### src/rtl/fetch_pkg.sv
// Shared types and helpers for the prefetching fetch stage.
package fetch_pkg;

  localparam int unsigned DefAddrSize = 16;
  localparam int unsigned DefDataSize = 16;
  localparam int unsigned DefResetPc  = 0;

  typedef struct packed {
    logic [DefAddrSize-1:0] addr;
    logic [DefDataSize-1:0] data;
  } fetch_entry_t;

  // Bits needed to hold values 0..n-1 (at least one bit).
  function automatic int unsigned clog2(input int unsigned n);
    int unsigned w;
    w = 1;
    while ((64'd1 << w) < 64'(n)) w++;
    return w;
  endfunction

endpackage

### src/rtl/fetch_fifo.sv
// Synchronous prefetch FIFO with a registered first-word-fall-through head.
module fetch_fifo import fetch_pkg::*; #(
  parameter int unsigned Depth = 4,
  parameter int unsigned Width = 32
) (
  input  logic                         clk,
  input  logic                         rst,
  input  logic                         clear,
  input  logic                         push,
  input  logic [Width-1:0]             wdata,
  input  logic                         pop,
  output logic [Width-1:0]             head,
  output logic [clog2(Depth+1)-1:0]    count,
  output logic                         empty
);

  localparam int unsigned PtrW = clog2(Depth);
  localparam int unsigned CntW = clog2(Depth + 1);
  localparam logic [PtrW-1:0] LastPtr = PtrW'(Depth - 1);

  logic [Width-1:0] mem_q [Depth];
  logic [PtrW-1:0]  wr_ptr_q, rd_ptr_q, wr_nxt, rd_nxt;
  logic [CntW-1:0]  count_q, count_d;
  logic [Width-1:0] head_q, head_d;
  logic             do_push, do_pop;

  assign do_pop  = pop && (count_q != '0);
  assign do_push = push && ((count_q != CntW'(Depth)) || do_pop);
  assign wr_nxt  = (wr_ptr_q == LastPtr) ? '0 : wr_ptr_q + 1'b1;
  assign rd_nxt  = (rd_ptr_q == LastPtr) ? '0 : rd_ptr_q + 1'b1;

  // The head register always mirrors the entry at the read pointer.
  always_comb begin
    count_d = count_q;
    head_d  = head_q;
    if (clear) begin
      count_d = '0;
    end else begin
      if (do_push && !do_pop) count_d = count_q + 1'b1;
      else if (do_pop && !do_push) count_d = count_q - 1'b1;
      if (do_pop) begin
        if (count_q > CntW'(1)) head_d = mem_q[rd_nxt];
        else if (do_push) head_d = wdata;
      end else if (do_push && (count_q == '0)) begin
        head_d = wdata;
      end
    end
  end

  always_ff @(posedge clk or posedge rst) begin
    if (rst) begin
      wr_ptr_q <= '0;
      rd_ptr_q <= '0;
      count_q  <= '0;
      head_q   <= '0;
    end else begin
      count_q <= count_d;
      head_q  <= head_d;
      if (clear) begin
        wr_ptr_q <= '0;
        rd_ptr_q <= '0;
      end else begin
        if (do_push) wr_ptr_q <= wr_nxt;
        if (do_pop)  rd_ptr_q <= rd_nxt;
      end
    end
  end

  always_ff @(posedge clk) begin
    if (do_push && !clear) mem_q[wr_ptr_q] <= wdata;
  end

  assign head  = head_q;
  assign count = count_q;
  assign empty = (count_q == '0);

endmodule

### src/rtl/fetch_prefetch.sv
// Fetch stage issuing pipelined Wishbone reads into a prefetch FIFO, with
// credit-limited requests and flush-on-new-PC from DECODE.
module fetch_prefetch import fetch_pkg::*; #(
  parameter int unsigned G_ADDR_SIZE       = DefAddrSize,
  parameter int unsigned G_DATA_SIZE       = DefDataSize,
  parameter int unsigned G_MAX_OUTSTANDING = 4,
  parameter int unsigned G_RESET_PC        = DefResetPc
) (
  input  logic                   clk_i,
  input  logic                   rst_i,
  output logic                   wb_cyc_o,
  output logic                   wb_stb_o,
  input  logic                   wb_stall_i,
  output logic [G_ADDR_SIZE-1:0] wb_addr_o,
  input  logic                   wb_ack_i,
  input  logic [G_DATA_SIZE-1:0] wb_data_i,
  output logic                   dc_valid_o,
  input  logic                   dc_ready_i,
  output logic [G_ADDR_SIZE-1:0] dc_addr_o,
  output logic [G_DATA_SIZE-1:0] dc_data_o,
  input  logic                   dc_valid_i,
  input  logic [G_ADDR_SIZE-1:0] dc_addr_i
);

  localparam int unsigned CntW = clog2(G_MAX_OUTSTANDING + 1);
  localparam int unsigned EntW = G_ADDR_SIZE + G_DATA_SIZE;
  localparam logic [G_ADDR_SIZE-1:0] ResetPc = G_ADDR_SIZE'(G_RESET_PC);
  localparam logic [CntW:0] MaxOut = (CntW + 1)'(G_MAX_OUTSTANDING);

  logic                   cyc_q, cyc_d, stb_q, stb_d;
  logic [G_ADDR_SIZE-1:0] addr_q, addr_d, resp_pc_q, resp_pc_d;
  logic [CntW-1:0]        out_q, out_d, fifo_cnt, fifo_cnt_d;
  logic                   flush, accept, ack_ok, pop, fifo_empty;
  logic [EntW-1:0]        head;

  assign flush  = dc_valid_i;
  assign accept = stb_q & ~wb_stall_i;
  assign ack_ok = wb_ack_i & cyc_q & (out_q != '0);
  assign pop    = ~fifo_empty & dc_ready_i & ~flush;

  // Strobe is computed from post-edge counts so credits account for this
  // cycle's accept, ack and pop; a stalled strobe is simply held.
  always_comb begin
    out_d      = out_q;
    fifo_cnt_d = fifo_cnt;
    addr_d     = addr_q;
    resp_pc_d  = resp_pc_q;
    stb_d      = 1'b0;
    cyc_d      = 1'b0;
    if (flush) begin
      out_d      = '0;
      fifo_cnt_d = '0;
      addr_d     = dc_addr_i;
      resp_pc_d  = dc_addr_i;
    end else begin
      if (accept && !ack_ok) out_d = out_q + 1'b1;
      else if (!accept && ack_ok) out_d = out_q - 1'b1;
      if (ack_ok && !pop) fifo_cnt_d = fifo_cnt + 1'b1;
      else if (!ack_ok && pop) fifo_cnt_d = fifo_cnt - 1'b1;
      if (accept) addr_d = addr_q + 1'b1;
      if (ack_ok) resp_pc_d = resp_pc_q + 1'b1;
      stb_d = (stb_q && wb_stall_i) || (({1'b0, out_d} + {1'b0, fifo_cnt_d}) < MaxOut);
      cyc_d = stb_d || (out_d != '0);
    end
  end

  always_ff @(posedge clk_i or posedge rst_i) begin
    if (rst_i) begin
      cyc_q     <= 1'b0;
      stb_q     <= 1'b0;
      addr_q    <= ResetPc;
      resp_pc_q <= ResetPc;
      out_q     <= '0;
    end else begin
      cyc_q     <= cyc_d;
      stb_q     <= stb_d;
      addr_q    <= addr_d;
      resp_pc_q <= resp_pc_d;
      out_q     <= out_d;
    end
  end

  fetch_fifo #(
    .Depth(G_MAX_OUTSTANDING),
    .Width(EntW)
  ) u_fifo (
    .clk  (clk_i),
    .rst  (rst_i),
    .clear(flush),
    .push (ack_ok & ~flush),
    .wdata({resp_pc_q, wb_data_i}),
    .pop  (pop),
    .head (head),
    .count(fifo_cnt),
    .empty(fifo_empty)
  );

  assign wb_cyc_o   = cyc_q;
  assign wb_stb_o   = stb_q;
  assign wb_addr_o  = addr_q;
  assign dc_valid_o = ~fifo_empty;
  assign dc_addr_o  = head[EntW-1 -: G_ADDR_SIZE];
  assign dc_data_o  = head[G_DATA_SIZE-1:0];

endmodule

### config.mk
export PLATFORM = sky130hd
export DESIGN_NAME = fetch_prefetch
export DESIGN_NICKNAME = d
export VERILOG_FILES = /design/src/rtl/fetch_pkg.sv /design/src/rtl/fetch_fifo.sv /design/src/rtl/fetch_prefetch.sv
export SDC_FILE = /design/constraint.sdc
export NUM_CORES = 1
export LEC_CHECK = 0
export ABC_AREA = 1
export BUFFER_PORTS_ARGS = -buffer_cell sky130_fd_sc_hd__buf_2
export CAP_MARGIN = 20
export CORE_ASPECT_RATIO = 1.25
export CORE_MARGIN = 1.5
export CORE_UTILIZATION = 30
export CTS_CLUSTER_SIZE = 12
export DETAILED_ROUTE_END_ITERATION = 10
export GPL_TIMING_DRIVEN = 0
export HOLD_SLACK_MARGIN = 0.1
export PLACE_DENSITY = 0.57
export SETUP_SLACK_MARGIN = 0.4
export SLEW_MARGIN = 20
export SYNTH_ARGS = -nofsm -noshare
export SYNTH_HDL_FRONTEND = slang
export SYNTH_HIERARCHICAL = 1
export SYNTH_SLANG_ARGS = --single-unit
### constraint.sdc
create_clock -name clk_i -period 5.6 [get_ports clk_i]
set_input_delay 0.28 -clock clk_i [delete_from_list [all_inputs] [get_ports clk_i]]
set_output_delay 0.28 -clock clk_i [all_outputs]
set_load 0.05 [all_outputs]
==> results of run 1 <==
registers in the layout, indices dropped and copies added (netlist names):
signal and cells:
u_fifo/mem_q 128, u_fifo/count 3, u_fifo/wr_ptr_q 2, wb_stb_o 1, u_fifo/head 32, u_fifo/rd_ptr_q 2, out_q 3, wb_cyc_o 1
wb_addr_o 16, resp_pc_q 16
tightest hold or removal path, stage by stage:
cell and delay, ns:
buf_2 0.07, nand2_1 0.08, o21ai_0 0.08, inv_1 0.04, nand2_1 0.05
cell usage in the layout, fill, tap and decap left out, types with 23 or more instances in the layout:
cell type,n
dfrtp_1,76
edfxtp_1,128
o21ai_0,23
clkbuf_16,24
buf_2,103
dlygate4sd3_1,34
o211ai_1,39
inv_1,185
nand2_1,300
nand3_1,129
how the worst max path moves through the flow:
stage / from / end / slack (ns) / depth (start not counted)
4_1_cts: u_fifo/count[0]$_DFFE_PP0P_ / u_fifo/mem_q[3][13]$_DFFE_PP_ / 2.28 / 11
5_1_grt: u_fifo/count[0]$_DFFE_PP0P_ / u_fifo/mem_q[3][15]$_DFFE_PP_ / 2.04 / 11
3_5_place_dp: u_fifo/count[0]$_DFFE_PP0P_ / u_fifo/mem_q[3][9]$_DFFE_PP_ / 2.27 / 11
6_report: u_fifo/count[0]$_DFFE_PP0P_ / u_fifo/mem_q[3][9]$_DFFE_PP_ / 2.31 / 11
3_3_place_gp: u_fifo/count[0]$_DFFE_PP0P_ / u_fifo/mem_q[1][11]$_DFFE_PP_ / 0.62 / 10
2_1_floorplan: u_fifo/count[0]$_DFFE_PP0P_ / u_fifo/mem_q[0][0]$_DFFE_PP_ / 1.71 / 10
final cells by class:
type / count / area, sq um / area share, %
Sequential cell: 204 / 5750 / 46.9
Clock buffer: 35 / 672 / 5.49
Clock inverter: 9 / 104 / 0.849
Inverter: 197 / 749 / 6.12
Multi-Input combinational cell: 626 / 3280 / 26.8
Tap cell: 418 / 523 / 4.27
Timing Repair Buffer: 128 / 931 / 7.61
Buffer: 38 / 233 / 1.90
metal layers:
layer / vias up / wire [microns]
met2: 180 / 12100
met1: 3465 / 10800
met3: 27 / 1250
met5: - / 0
li1: 3745 / -
met4: 0 / 354
where the power goes:
part | switching, mW | internal [mW]
Sequential | 0.191 | 1.83
Clock | 0.596 | 0.924
Combinational | 1.37 | 0.550
Total | 2.15 | 3.31
per-stage QoR:
| step | instance area [sq um] | setup slack [ns] | total power, mW | util (%) | instances |
|---|---|---|---|---|---|
| 4_1_cts | 12200 | 2.28 | 5.53 | 37.4 | 1655 |
| 3_3_place_gp | 10900 | 0.620 | 3.92 | 33.5 | 1571 |
| 2_1_floorplan | 9980 | 1.71 | 3.43 | - | 1065 |
| 6_report | 12200 | 2.31 | 5.46 | 37.4 | 1655 |
| 5_1_grt | 12200 | 2.04 | 5.79 | 37.4 | 1655 |
| 3_5_place_dp | 11100 | 2.27 | 3.97 | 34.0 | 1577 |
cell families after synthesis:
family,share of synthesized area [%]
and+or+nand+nor,23.2
buffers and inverters,9.84
DFF,57.6
AOI/OAI and AO/OA,5.22
xor gates and xnor gates,1.76
adders and majority gates,2.26
muxes,0.113
==> results.md, run 1 <==
- Status: finished, final reports clean
- Core footprint: 32700 sq um
- Synth warn: 6
- DP HPWL: 16700 microns
- Later-pin clock latency in the skew report: 0.52 ns
- Post-Syn Nets: 1121
- Worst EP required: 5.83 ns
- Clock Pin Slew Worst Setup and Hold Paths: 0.06 ns
- Post-synth EDFFs: 128
- CTS tree: done
- Final setup vio count: 0
- Post-Syn Instances: 1065
- Final wirelength: 24500 microns
- Met3 usage: 2.33%
- Final Skew: 0.0136 ns
- Hold WC Path Type: in -> reg
- # diodes: 0
- Final Hold Slack: 0.124 ns
- Slowest stage cell, crit path: nor2_4
- Met1 GRT Util: 18.1%
- Clock root buffer master: clkbuf_16
- Crit path largest cell delay: 0.60 ns
- Largest net degree at the start of global routing: 30
- RR Startpoint: u_fifo/count[0]$_DFFE_PP0P_
- P&R area growth vs syn: 22.6%
- TritonCTS Buffers: 24
- Worst path bufs/invs: 4
- Commonest cells in the netlist: 300 x nand2_1, 187 x inv_1, 129 x nand3_1
- LEAKAGE: 5.62 nW
- Peak Freq: 0.304 GHz
- First-pass GRT wire length: 38900 microns
- Global-route usage over all layers: 14.3%
- Hold_buf cts: 34
- Final Slew Violations: 0
- #FFs+latches synth: 204
- GRT busiest layer: met2
- Crit path cell chain: inv_1 -> ha_1 -> nand2_4 -> inv_1 -> inv_1 -> nand2_1 -> nor2_2 -> o21ai_0 -> or2_2 -> nor2_4 -> buf_16
- # resized after CTS: 0
- Hold Crit Depth: 5
- Mean Syn Cell Area: 9.37 sq um
- Grt total ovfl: 0
- Most common cell in the synthesized netlist: nand2_1
- Setup TNS: 0 ns
- Worst Setup Path Type: reg -> reg
- Die width: 166 microns
- Clock sinks: 204
- Minimum clock period: 3.29 ns
- Vias in the first global route: 7230
- Crit. End Element: flop
- Nets: 1275
- Hold endpoint: resp_pc_q[14]$_DFFE_PP0P_
- Met2 track demand over resource: 25.7%
- Worst Tran Pin Value: 0.736 ns
- Max Cap Viol: 0
- Synth unique cells: 39
- Synthesized area: 9980 sq um
- Critical path's top delay family: simple AND/OR/NAND/NOR gates
- R2r worst-path depth: 11
- Per-cell routed wire length: 14.8 microns
- Core Rows: 74
- Die Ht: 207 microns
- Worst-case clock buffer depth: 3
- Final Cycle Share: 58.8%
- Worst slew margin: 50.8%
- Final-layout fill cell count: 3294
- Sequential fraction of the synthesis area: 57.6%
- Final Hold Vio Count: 0
- Port Buffers: 88
- Vias per cell: 4.48
- FFs w/ async S/R, synth: 37.3%
- Worst-path fanout max: 19
- Initial Utilization: 30.5%
- Max IR drop VDD: 0.323 mV
- RSZ-0062 raised after global routing: no
- Pwr Density: 446 nW/um^2
- Die area: 34400 sq um
- CP most frequent cell: inv_1
- Arr. time, crit path: 3.52 ns
- DRC viols: 0
- Number of primary I/O pins: 89
- TritonRoute pass-1 iters: 5
- Antenna Nets Post-Route: 0
- Drt initial violations: 411
- Post-synth top area cell: edfxtp_1
- H-tree depth: 1
- Hold Startpoint: dc_addr_i[14]
- Share of cells above drive strength 1: 17.5%
- Antenna violations before repair: 0
- Top post-synthesis cells by area: edfxtp_1 39%, dfrtp_1 19%, nand2_1 11%
- Synth top area share: 38.5%
- Placer Congestion: 0.840
- Ys flop type: edfxtp_1
- Reg2reg end: u_fifo/mem_q[3][9]$_DFFE_PP_
- Worst R2R Setup Slack: 2.31 ns
- DR vias: 7417
- Startpoint types: flop
- Post-CTS setup repair buffer count: 0
No activity file was read; power rests on OpenSTA's default activity.
==> run 2: changes to the inputs <==
ABC_AREA = 0   (was 1)
PLACE_DENSITY = 0.59   (was 0.57)
clock period = 3 ns   (was 5.6 ns; I/O delays follow)
==> run 2 against run 1 <==
Effect of this change:
- cell count shrank 22%
- sequential share of layout area grew 0.42 points
- clock power grew 78%
- core utilization grew 1.7 points
- register-to-register slack lost 1.9 ns
- die area shrank 5.3%
- non-clock buffer count grew 24
- largest cell class unchanged
- largest power group unchanged
==> results.md, run 2 <==
- Status: finished, final reports clean
- Sequential fraction of the synthesis area: 60.9% (+3.3 points)
- Mean Syn Cell Area: 14.0 sq um (+49%)
- Startpoint types: flop
- Post-route cell area: 12100 sq um (-0.79%)
- Crit. End Element: flop
- Most common cell in the synthesized netlist: edfxtp_1
- Max IR drop VDD: 0.488 mV (+51%)
- Number of primary I/O pins: 89 (unchanged)
- Die Ht: 201 microns (-2.7%)
- Synth warn: 6 (unchanged)
- Pwr Density: 738 nW/um^2 (+65%)
- Worst-path fanout max: 6 (-13)
- Arr. time, crit path: 2.94 ns (-0.58 ns)
- Vias in the first global route: 6153 (-15%)
- Peak Freq: 0.389 GHz (+28%)
- Final Hold Vio Count: 0 (unchanged)
- Synth unique cells: 55 (+41%)
- RR Startpoint: u_fifo/count[0]$_DFFE_PP0P_
- Placer Congestion: 0.777 (-7.5%)
- Core Rows: 72 (-2.7%)
- R2r worst-path depth: 15 (+4)
- Antenna violations before repair: 0 (unchanged)
- Top reg by flops: u_fifo/mem_q
- Commonest cells in the netlist: 128 x edfxtp_1, 76 x dfrtp_1, 63 x mux2i_1
- Global-route usage over all layers: 13.7% (-0.55 points)
- Per-cell routed wire length: 17.3 microns (+17%)
- Worst-case clock buffer depth: 3 (unchanged)
- Commonest non-fill, non-tap cell in the layout: edfxtp_1
- Final Cycle Share: 85.6% (+27 points)
- Share of cells above drive strength 1: 36.6% (+19 points)
- Top post-synthesis cells by area: edfxtp_1 41%, dfrtp_1 20%, mux2i_1 6.7%
- Pre-CTS setup slack: -0.197 ns (-2.46 ns)
- Later-pin clock latency in the skew report: 0.52 ns (about the same)
- Hold Crit Depth: 5 (unchanged)
- Post-synth top area cell: edfxtp_1
- Worst Setup Path Type: reg -> reg
- Nets: 925 (-27%)
- Final Slew Violations: 0 (unchanged)
- Final Worst Setup Slack: 0.432 ns (-1.88 ns)
- #FFs+latches synth: 204 (unchanged)
- FFs w/ async S/R, synth: 37.3% (unchanged)
- Max reg flops: 128 (unchanged)
- Synthesized area: 9440 sq um (-5.4%)
- Post-route insts no fill: 1294 (-22%)
- Grt total ovfl: 0 (unchanged)
- RSZ-0062 raised after global routing: yes
- Post-Syn Nets: 731 (-35%)
- Die area: 32500 sq um (-5.3%)
- Setup TNS: 0 ns (unchanged)
- Final setup vio count: 0 (unchanged)
- Worst EP required: 3.37 ns (-2.46 ns)
- Most frequent cells in the layout: 128 x edfxtp_1, 97 x buf_2, 71 x dfrtp_1, 63 x mux2i_1, 56 x mux2_2
- Largest net degree at the start of global routing: 30 (unchanged)
- Reg2reg end: wb_cyc_o$_DFF_PP0_
- Final Hold Slack: 0.125 ns (+0.000710 ns)
- Placed Cells: 1172 (-26%)
- Port Buffers: 88 (unchanged)
- Post-Syn Instances: 675 (-37%)
- TritonRoute pass-1 iters: 5 (unchanged)
- Hold WC Path Type: in -> reg
- Clock Pin Slew Worst Setup and Hold Paths: 0.06 ns (about the same)
- Worst slew margin: 52.1% (+1.3 points)
- # diodes: 0 (unchanged)
- Worst R2R Setup Slack: 0.43 ns (-1.88 ns)
- Initial Utilization: 30.5% (-0.079 points)
- Core footprint: 31000 sq um (-5.2%)
- Minimum clock period: 2.57 ns (-0.724 ns)
- Die width: 162 microns (-2.7%)
- Hold Startpoint: wb_stall_i
- Ys flop type: edfxtp_1
- Max Cap Viol: 0 (unchanged)
- Hold endpoint: wb_addr_o[1]$_DFFE_PP0P_
- H-tree depth: 1 (unchanged)
- Clock root buffer master: clkbuf_16
- LEAKAGE: 4.83 nW (-14%)
- TritonCTS Buffers: 24 (unchanged)
- First-pass GRT wire length: 34800 microns (-11%)
- CTS tree: done
- Antenna Nets Post-Route: 0 (unchanged)
- Placed Area: 10500 sq um (-5.8%)
- Worst Tran Pin Value: 0.718 ns (-0.0180 ns)
- Clock sinks: 204 (unchanged)
- Final Skew: 0.0164 ns (+0.00277 ns)
- Synth top area share: 40.7% (+2.2 points)
- DP HPWL: 13700 microns (-18%)
- Drt initial violations: 322 (-22%)
- P&R area growth vs syn: 28.7%
- Final wirelength: 22300 microns (-8.8%)
- Vias per cell: 4.62 (+3.0%)
- DR vias: 5975 (-19%)
- Post-synth EDFFs: 128 (unchanged)
- DRC viols: 0 (unchanged)
## run 2: cell count changes after synthesis, moves of 8 or more
cell,change
nor2_1,+35
o21ai_0,-19
inv_1,-134
a21oi_1,+8
a221oi_2,+29
mux2_2,+55
nand3_1,-113
mux2i_1,+63
nor2_4,-9
nand2_2,-17
xnor2_1,+21
o211ai_1,-35
nand2_1,-274
## run 2: repair_timing
action | in CTS | in global routing
setup buffers | 28 | 9
hold buffers | 34 | 0
pin swaps | 20 | 15
hold endpoints to repair | 173 | 0
endpoints found under the setup margin | 162 | 98
gates cloned | 7 | 0
resized for setup | 25 | 21
## run 2: per-layer routing
layer | vias up | wire (microns) | GRT usage (%)
met3 | 36 | 737 | 1.69
met5 | - | 0 | 0
li1 | 2864 | - | -
met2 | 127 | 11400 | 24.5
met1 | 2948 | 9630 | 17.3
met4 | 0 | 600 | 4.26
## run 2: critical path, stage by stage, from the launching register on
cell and delay (ns):
dfrtp_2 0.40, inv_4 0.05, ha_4 0.16, nand2b_4 0.10, inv_4 0.05, nor3b_4 0.18
buf_6 0.15, nor2_4 0.05, buf_6 0.11, o211ai_1 0.16, o31ai_1 0.10, ha_2 0.32
and2_4 0.14, nand3_2 0.07, o211ai_1 0.25, o211ai_1 0.15
## run 2: worst max-delay path by stage
stage	slack, ns	start	to	cells after the start
6_report	0.43	u_fifo/count[0]$_DFFE_PP0P_	wb_cyc_o$_DFF_PP0_	15
5_1_grt	0.30	u_fifo/count[0]$_DFFE_PP0P_	wb_cyc_o$_DFF_PP0_	15
4_1_cts	0.38	out_q[0]$_DFF_PP0_	u_fifo/head[22]$_DFFE_PP0P_	11
3_5_place_dp	-0.20	u_fifo/count[0]$_DFFE_PP0P_	u_fifo/head[26]$_DFFE_PP0P_	10
3_3_place_gp	-0.25	u_fifo/count[0]$_DFFE_PP0P_	u_fifo/head[26]$_DFFE_PP0P_	10
2_1_floorplan	0.40	u_fifo/count[0]$_DFFE_PP0P_	wb_cyc_o$_DFF_PP0_	13
## run 2: power by group
group          internal (mW)  switching [mW]  leakage (nW)
registers               3.35           0.285          2.02
logic                  0.941            1.69          2.45
clock network           1.58            1.12         0.359
## run 2: cell type report
class,count,area [sq um]
multi-input cells,394,3500
plain buffers,29,200
inverters,55,211
flip-flops and latches,204,5750
clock buffers,31,637
fillers,2977,18800
repair buffers,161,1240
clock inverters,13,97.6
well taps,407,509
## run 2: metrics by stage
step / util [%] / total power [mW]
final: 39.2 / 8.96
after global routing: 39.2 / 9.35
after CTS: 38.7 / 8.95
after detailed placement: 33.8 / 6.05
after global placement: 33.7 / 6.01
after floorplan: - / 5.44
## run 2: cells by family after synthesis
group	share of synthesized area, %
AO/OA/AOI/OAI	7.61
XOR/XNOR	3.43
adder cells (fa/ha/maj)	2.39
buffers and inverters	4.00
flip-flops	60.9
multiplexers	13.6
AND/OR/NAND/NOR	8.09
==> run 3: changes to the inputs <==
PLACE_DENSITY = default   (was 0.59)
==> run 3 against run 2 <==
Effect of this change:
- sequential power hardly changed
- clock-buffer cell count rose by 3
- highest routed layer unchanged
- fmax increased by 0.85%
- critical path depth is 1 lower
- global-route usage hardly changed
- worst setup slack better by 0.022 ns
- wire length shrank 0.32%
- clock skew is 0.0059 ns lower
- register-to-register slack better by 0.02 ns
==> results.md, run 3 (synthesis results as in run 2) <==
- Combinational share of power: 29.4% (about the same)
- Max Cap Viol: 0 (unchanged)
- Antenna Nets Post-Route: 0 (unchanged)
- TritonRoute pass-1 iters: 5 (unchanged)
- H-tree depth: 1 (unchanged)
- Pre-CTS setup slack: -0.220 ns (-0.0236 ns)
- Final wirelength: 22300 microns (-0.32%)
- Commonest non-fill, non-tap cell in the layout: edfxtp_1
- Status: finished, final reports clean
- Crit. End Element: flop
- Nets: 919 (-0.65%)
- Minimum clock period: 2.55 ns (-0.0216 ns)
- Antenna violations before repair: 0 (unchanged)
- Total Power: 8.93 mW (-0.31%)
- Number of primary I/O pins: 89 (unchanged)
- Setup TNS: 0 ns (unchanged)
- Core Rows: 72 (unchanged)
- Die width: 162 microns (unchanged)
- Net Sw Power: 3.04 mW (-1.6%)
- LEAKAGE: 4.81 nW (-0.40%)
- Worst-path fanout max: 5 (-1)
- Pwr Density: 738 nW/um^2 (about the same)
- Worst R2R Setup Slack: 0.45 ns (+0.02 ns)
- DRC viols: 0 (unchanged)
- Crit path largest cell delay: 0.39 ns (about the same)
- Slowest stage cell, crit path: dfrtp_2
- Hold WC Path Type: in -> async
- Internal Power: 5.89 mW (+0.37%)
- Per-cell routed wire length: 17.3 microns (+0.22%)
- Clock Pin Slew Worst Setup and Hold Paths: 0.06 ns (about the same)
- Placer Congestion: 0.777 (unchanged)
- Initial Utilization: 30.5% (unchanged)
- Vias in the first global route: 6097 (-0.91%)
- Final Hold Slack: 0.106 ns (-0.0190 ns)
- Startpoint types: flop
- Sw frac: 34.1% (-0.44 points)
- Clock sinks: 204 (unchanged)
- P&R area growth vs syn: 28.2%
- RSZ-0062 raised after global routing: yes
- Worst Setup Path Type: reg -> reg
- Final Hold Vio Count: 0 (unchanged)
- Die Ht: 201 microns (unchanged)
- Final Skew: 0.0105 ns (-0.00588 ns)
- DR vias: 5937 (-0.64%)
- Critical path's top delay family: simple AND/OR/NAND/NOR gates
- Clock network power share: 30.0% (about the same)
- Worst Tran Pin Value: 0.695 ns (-0.0227 ns)
- Max reg flops: 128 (unchanged)
- Final Worst Setup Slack: 0.453 ns (+0.0216 ns)
- Largest net degree at the start of global routing: 34 (+13%)
- Final Cycle Share: 84.9% (-0.72 points)
- Share of cells above drive strength 1: 35.0% (-1.6 points)
- First-pass GRT wire length: 34900 microns (+0.26%)
- Core footprint: 31000 sq um (unchanged)
- Worst EP required: 3.45 ns (+0.08 ns)
- Top reg by flops: u_fifo/mem_q
- Grt total ovfl: 0 (unchanged)
- DP HPWL: 13600 microns (-0.23%)
- Port Buffers: 88 (unchanged)
- Global-route usage over all layers: 13.7% (about the same)
- CTS tree: done
- TritonCTS Buffers: 23 (-4.2%)
- Final setup vio count: 0 (unchanged)
- Clock root buffer master: clkbuf_16
- Vias per cell: 4.61 (about the same)
- Final Slew Violations: 0 (unchanged)
- Seq pwr share: 40.6% (about the same)
- Die area: 32500 sq um (unchanged)
- Worst-case clock buffer depth: 3 (unchanged)
- Worst slew margin: 53.6% (+1.5 points)
- Most frequent cells in the layout: 128 x edfxtp_1, 101 x buf_2, 71 x dfrtp_1, 63 x mux2i_1, 56 x mux2_2
- Drt initial violations: 281 (-13%)
- Peak Freq: 0.393 GHz (+0.85%)
- Max IR drop VDD: 0.383 mV (-22%)
- Crit path cell chain: inv_4 -> ha_4 -> nor2b_4 -> or2_4 -> buf_12 -> nor2_4 -> a21oi_2 -> xnor2_1 -> ha_1 -> or3_1 -> a21oi_1 -> o211ai_1 -> buf_4 -> inv_1
- Worst path bufs/invs: 4 (unchanged)
- Arr. time, crit path: 2.99 ns (+0.05 ns)
- # diodes: 0 (unchanged)
- Later-pin clock latency in the skew report: 0.50 ns (-0.02 ns)
==> run 3: cell type report <==
class | count | area [sq um]
buffer | 29 | 194
clock buffer | 34 | 627
clock inverter | 8 | 87.6
fill | 2966 | 18900
inverter | 55 | 211
multi-input combinational | 393 | 3450
sequential | 204 | 5750
tap | 407 | 509
timing repair buffer | 157 | 1260
==> run 3: final timing paths <==
path                                       startpoint                     endpoint  depth (start not counted)
min reg2reg                u_fifo/head[6]$_DFFE_PP0P_   u_fifo/head[6]$_DFFE_PP0P_                          2
max in group asynchronous                       rst_i  u_fifo/count[2]$_DFFE_PP0P_                          4
min                                             rst_i           wb_cyc_o$_DFF_PP0_                          3
max reg2reg                        out_q[0]$_DFF_PP0_           wb_stb_o$_DFF_PP0_                         14
max                                out_q[0]$_DFF_PP0_           wb_stb_o$_DFF_PP0_                         14
min in group clk_i                         wb_stall_i     wb_addr_o[1]$_DFFE_PP0P_                          5
==> run 3: worst reg2reg max path, delay by kind of cell, from the launching register on <==
family | cells | cell delay, ns
compound gates | 3 | 0.33
xor+xnor | 1 | 0.15
fa+ha+maj | 2 | 0.39
buf+inv | 4 | 0.38
flops | 1 | 0.39
simple gates | 4 | 0.86
==> run 3: power by group through the flow <==
stage	registers (mW)	logic, mW	clock network [mW]
after floorplan	4.49	0.952	0
after global routing	3.68	2.81	2.85
after detailed placement	3.70	2.36	0
final	3.63	2.63	2.68
after global placement	3.68	2.34	0
after CTS	3.63	2.54	2.74
==> run 3: through the flow <==
stage / instances / util, % / cell area (sq um)
global placement: 1170 / 33.7 / 10400
finish: 1287 / 39.0 / 12100
global route: 1287 / 39.0 / 12100
floorplan: 675 / - / 9480
detailed placement: 1172 / 33.8 / 10500
CTS: 1279 / 38.6 / 12000
==> run 3: what timing repair did <==
item	in CTS	in global routing
pin swaps	17	7
setup endpoints to repair	163	97
hold buffers	34	0
hold endpoints to repair	169	0
gates resized for setup	23	19
cloned	6	1
buffers inserted	25	7
==> run 3: routing by layer <==
layer / track usage (%) / routed length [microns]
met5: 0 / 0
met4: 3.21 / 444
met3: 1.92 / 1080
met2: 24.7 / 11400
met1: 17.4 / 9360
